**src/rtl/fetch_stage_if.sv**
```systemverilog
// rtl/fetch_stage_if.sv - instruction-memory req/ack port between fetch stage and imem
interface fetch_stage_if;
  logic        imem_req;
  logic [31:0] imem_addr;
  logic        imem_ack;
  logic [31:0] imem_rdata;

  modport master (output imem_req, output imem_addr, input imem_ack, input imem_rdata);
  modport slave  (input imem_req, input imem_addr, output imem_ack, output imem_rdata);
endinterface

```
**src/rtl/fetch_stage.sv**
```systemverilog
// rtl/fetch_stage.sv - MIPS instruction fetch stage with IF/ID register and skid buffer
module fetch_stage #(
  parameter logic [31:0] RESET_PC = 32'h0000_0000
) (
  input  logic          clk,
  input  logic          rst_n,
  fetch_stage_if.master imem,
  input  logic          stall,
  input  logic          redirect,
  input  logic [31:0]   redirect_pc,
  output logic          id_valid,
  output logic [31:0]   id_pc,
  output logic [31:0]   id_pc4,
  output logic [31:0]   id_inst,
  output logic [5:0]    id_op,
  output logic [4:0]    id_rs,
  output logic [4:0]    id_rt,
  output logic [4:0]    id_rd,
  output logic [4:0]    id_shamt,
  output logic [5:0]    id_func,
  output logic [15:0]   id_imm
);

  localparam logic [1:0] FETCH = 2'd0;
  localparam logic [1:0] DROP  = 2'd1;
  localparam logic [1:0] BUF   = 2'd2;

  logic [1:0]  state;
  logic [31:0] pc;
  logic [31:0] tgt;
  logic [31:0] buf_inst;
  logic [31:0] buf_pc;
  logic        run;
  logic        free;
  logic [31:0] rpc;

  // run holds the request low for the first cycle after reset release
  assign free           = !id_valid || !stall;
  assign rpc            = {redirect_pc[31:2], 2'b00};
  assign imem.imem_req  = run && ((state == FETCH) || (state == DROP));
  assign imem.imem_addr = {pc[31:2], 2'b00};

  assign id_pc4   = id_pc + 32'd4;
  assign id_op    = id_inst[31:26];
  assign id_rs    = id_inst[25:21];
  assign id_rt    = id_inst[20:16];
  assign id_rd    = id_inst[15:11];
  assign id_shamt = id_inst[10:6];
  assign id_func  = id_inst[5:0];
  assign id_imm   = id_inst[15:0];

  always_ff @(posedge clk or negedge rst_n) begin
    if (!rst_n) begin
      state    <= FETCH;
      pc       <= RESET_PC;
      tgt      <= RESET_PC;
      buf_inst <= 32'h0;
      buf_pc   <= RESET_PC;
      run      <= 1'b0;
      id_valid <= 1'b0;
      id_inst  <= 32'h0;
      id_pc    <= RESET_PC;
    end else begin
      run <= 1'b1;
      if (run) begin
        case (state)
          FETCH: begin
            if (redirect) begin
              id_valid <= 1'b0;
              if (imem.imem_ack) begin
                pc <= rpc;
              end else begin
                tgt   <= rpc;
                state <= DROP;
              end
            end else if (imem.imem_ack) begin
              pc <= pc + 32'd4;
              if (free) begin
                id_inst  <= imem.imem_rdata;
                id_pc    <= pc;
                id_valid <= 1'b1;
              end else begin
                buf_inst <= imem.imem_rdata;
                buf_pc   <= pc;
                state    <= BUF;
              end
            end else if (free) begin
              id_valid <= 1'b0;
            end
          end
          DROP: begin
            // the outstanding request must complete before the target is fetched
            id_valid <= 1'b0;
            if (redirect) begin
              tgt <= rpc;
            end
            if (imem.imem_ack) begin
              pc    <= redirect ? rpc : tgt;
              state <= FETCH;
            end
          end
          BUF: begin
            if (redirect) begin
              id_valid <= 1'b0;
              pc       <= rpc;
              state    <= FETCH;
            end else if (!stall) begin
              id_inst  <= buf_inst;
              id_pc    <= buf_pc;
              id_valid <= 1'b1;
              state    <= FETCH;
            end
          end
          default: state <= FETCH;
        endcase
      end
    end
  end

endmodule

```
**src/flat_wrapper.sv**
```systemverilog
// flat-port wrapper written by rule: the top's interface ports become plain ports
module fetch_stage_flat 
#(
  parameter logic [31:0] RESET_PC = 32'h0000_0000
)
  (clk, rst_n, stall, redirect, redirect_pc, id_valid, id_pc, id_pc4, id_inst, id_op, id_rs, id_rt, id_rd, id_shamt, id_func, id_imm, imem_imem_req, imem_imem_addr, imem_imem_ack, imem_imem_rdata);
  fetch_stage_if imem_i ();
  input  logic clk;
  input  logic rst_n;
  input  logic stall;
  input  logic redirect;
  input  logic [31:0] redirect_pc;
  output logic id_valid;
  output logic [31:0] id_pc;
  output logic [31:0] id_pc4;
  output logic [31:0] id_inst;
  output logic [5:0] id_op;
  output logic [4:0] id_rs;
  output logic [4:0] id_rt;
  output logic [4:0] id_rd;
  output logic [4:0] id_shamt;
  output logic [5:0] id_func;
  output logic [15:0] id_imm;
  output wire logic [$bits(imem_i.imem_req)-1:0] imem_imem_req;
  output wire logic [$bits(imem_i.imem_addr)-1:0] imem_imem_addr;
  input wire logic [$bits(imem_i.imem_ack)-1:0] imem_imem_ack;
  input wire logic [$bits(imem_i.imem_rdata)-1:0] imem_imem_rdata;
  assign imem_imem_req = imem_i.imem_req;
  assign imem_imem_addr = imem_i.imem_addr;
  assign imem_i.imem_ack = imem_imem_ack;
  assign imem_i.imem_rdata = imem_imem_rdata;
  fetch_stage #(.RESET_PC(RESET_PC)) u_core (.clk(clk), .rst_n(rst_n), .imem(imem_i), .stall(stall), .redirect(redirect), .redirect_pc(redirect_pc), .id_valid(id_valid), .id_pc(id_pc), .id_pc4(id_pc4), .id_inst(id_inst), .id_op(id_op), .id_rs(id_rs), .id_rt(id_rt), .id_rd(id_rd), .id_shamt(id_shamt), .id_func(id_func), .id_imm(id_imm));
endmodule
```
**config.mk**
```make
export PLATFORM = sky130hd
export DESIGN_NAME = fetch_stage_flat
export DESIGN_NICKNAME = d
export VERILOG_FILES = /design/src/rtl/fetch_stage_if.sv /design/src/rtl/fetch_stage.sv /design/src/flat_wrapper.sv
export SDC_FILE = /design/constraint.sdc
export NUM_CORES = 1
export LEC_CHECK = 0
export BUFFER_PORTS_ARGS = -buffer_cell sky130_fd_sc_hd__buf_2
export CORE_UTILIZATION = 55
export DETAILED_ROUTE_END_ITERATION = 10
export PLACE_DENSITY = 0.88
export SLEW_MARGIN = 10
export SYNTH_ARGS = -nofsm -noshare
export SYNTH_HDL_FRONTEND = slang
export SYNTH_SLANG_ARGS = --single-unit
```
**constraint.sdc**
```tcl
create_clock -name clk -period 2.5 [get_ports clk]
set_input_delay 0.375 -clock clk [delete_from_list [all_inputs] [get_ports clk]]
set_output_delay 0.375 -clock clk [all_outputs]
set_load 0.03 [all_outputs]
```
==> impl_metrics.yaml <==
floorplan:
  rows: 50
  die_x_microns: 141
  io_pins: 247
  die-area_sq_um: 19900
  core_area_sq_um: 18800
  initial_core_util_pct: 56.5
  fp.dieH_microns: 141
sta:
  post-route-period-util_pct: 106
  slew_headroom_pct: 50.0
  drv_slew: 0
  finClkSkew_ps: 15.9
  fmax_mhz: 378
  finalCriticalPeriod_ps: 2640
  rsz0062_at_grt: "yes"
  holdWs_ps: 173
  tightest_slew_ps: 749
  setup_violations: 16
  finalHoldViolations: 0
  setup_ws_ps: -144
  setup_tns_ps: -1250
place:
  place_area_sq_um: 11800
  placed_cells: 1442
  dp_hpwl_microns: 19300
  finalWeightedCongestion: 0.889
  port_buffers: 242
global_route:
  grt_pass1_vias: 8285
  antenna_found_initial: 0
  grt_start_max_net_pins: 65
  grtUsageTotal_pct: 28.3
  overflow: 0
  grt_pass1_wl_microns: 43900
cells_and_area:
  area_delta_synth_final_pct: 19.9
  design_area_sq_um: 12800
  drive_gt1_share_pct: 39.5
  fin_cells: 1489
  nNetsFinal: 1291
  num_antenna_cells: 0
routing:
  initialDrtViolationCount: 803
  dr.pass1.iters: 6
  wl_per_cell_microns: 18.7
  drc: 0
  viasPerCell: 5.88
  ant_nets: 0
  postRouteWirelength_microns: 27900
  vias: 8754
worst_setup_path:
  worstPathMaxFanout: 7
  critPathKind: "flop to output pin"
  worstPathRequired_ps: 2120
  startpoint_type: "flop"
  arrival_ps: 2270
  end_kind: "output pin"
logic_synthesis:
  ys_warn_count: 0
  synth-main-ff-cell: "dfrtp_1"
  async_flop_share_pct: 100
  synth_area_leaders: "dfrtp_1 (46%), mux2_2 (10%), mux2i_1 (6.7%)"
  ys_seq_area_share_pct: 46.1
  netlist_area_sq_um: 10600
  ys_types: 64
  yosysMostFrequentCell: "dfrtp_1"
  syn_avg_cell_area_sq_um: 10.3
  synth.top_cell.area_share_pct: 46.1
  synthCells: 1038
  ys_ff_latch: 196
  synth_edf_count: 0
  synth_common_cells: "dfrtp_1 (196), nor2_1 (103), mux2_2 (99), a21oi_1 (88), buf_4 (85)"
  synth.largest_area_cell: "dfrtp_1"
clock_network:
  cts_root_buf: "clkbuf_16"
  cts_tree: "built"
  clkTransAtPathRegs_ps: 70
  clock_latency_ps: 440
  cts_sinks: 196
  cts_buffers: 17
  h-tree-depth: 4
  clk_path_buf_depth: 2
job:
  max_cap_viol_count: 0
run_status:
  status: "complete, but fails checks"
  violations: "negative setup slack"
pwr:
  power.total_mw: 18.8
  leakagePower_nw: 5.86
  irDropWorstVdd_mv: 0.749
  power_density_nw_per_um2: 1480
hold_path:
  holdCritPathClass: "input port to flop"
-- power breakdown --
part / internal [mW] / switching [mW]
logic: 3.64 / 6.38
clock network: 1.43 / 1.28
registers: 4.64 / 1.46
-- sequential cells by signal, summed over array words and instances, names as in the netlist --
signal	flops
u_core.state	2
u_core.pc	32
u_core.buf_pc	32
u_core.tgt	32
u_core.id_pc	32
u_core.id_inst	32
u_core.id_valid	1
u_core.buf_inst	32
u_core.run	1
-- logic make-up after synthesis --
family,count (synthesis),synth area share (%)
compound gates,219,13.1
xor+xnor,28,2.30
fa+ha+maj,6,0.705
buf+inv,165,9.33
flops,196,46.1
mux,174,17.6
other cells,2,0.0706
simple gates,248,10.8
-- metrics by stage --
stage                     util [%]  worst slack (ps)
final                         67.8              -144
after global routing          67.8              -229
after CTS                     67.1              -114
after detailed placement      62.6             -30.3
after global placement        62.6              84.9
after floorplan                  -             -66.3
-- repair_timing --
item                                    in CTS  in global routing
resized for setup                           42                 28
gates cloned                                 0                  0
hold endpoints to repair                    56                  0
endpoints found under the setup margin      16                 18
hold buffers                                 1                  0
setup buffers                               10                  4
pin swaps                                    3                  8
-- final cells by class --
class | count | area [sq um]
clock buffers | 18 | 439
repair buffers | 304 | 1880
flip-flops and latches | 196 | 4910
clock inverters | 14 | 143
multi-input cells | 678 | 5000
inverters | 19 | 71.3
well taps | 260 | 325
fillers | 1359 | 6070
-- layout by cell type, fill, tap and decap left out, drive strengths merged, types with 5 or more instances in the layout --
cell    Yosys  final
nand2      59     59
nor4        7      7
dfrtp     196    196
mux2      103    103
inv        19     26
a22o        9      9
mux2i      71     71
and3       10     10
buf       114    301
and2        5      5
nor2      103    103
nand3      28     28
nand4       6      6
a31oi       5      5
o31ai      10     10
xnor2      14     14
xor2       14     14
clkbuf     32     20
ha          6      6
o21ai      42     42
nor3       15     15
a21oi      88     88
a221oi     18     18
-- layer usage --
metal	up-vias	GRT usage (%)	share of wire, %	wire length [microns]
li1	3979	-	-	-
met1	4273	36.7	41	11400
met2	444	46.8	50	13800
met3	58	5.57	6.8	1880
met4	0	11.0	2.9	801
met5	-	0	0	0
-- path summary, 6_finish.rpt --
path,from,endpoint,slack (ps),cells past startpoint
setup / recovery,u_core.id_pc[7],id_pc4[28],-140,7
hold / removal,imem_imem_rdata[14],u_core.buf_inst[14],170,2
setup reg to reg,u_core.state[1],u_core.pc[16],160,8
hold reg to reg,u_core.tgt[0],u_core.tgt[0],490,1
max in group asynchronous,rst_n,u_core.id_pc[19],1280,3
min in group asynchronous,rst_n,u_core.tgt[2],490,2
-- worst max-delay path, cell delays in order, from the launching register on --
cell and delay [ps]:
dfrtp_1 380, nand4_1 220, nor3_4 250, buf_6 140
or2b_4 350, nor4_4 160, xor2_1 160, buf_4 170
Power figures use the tool's default switching activity.
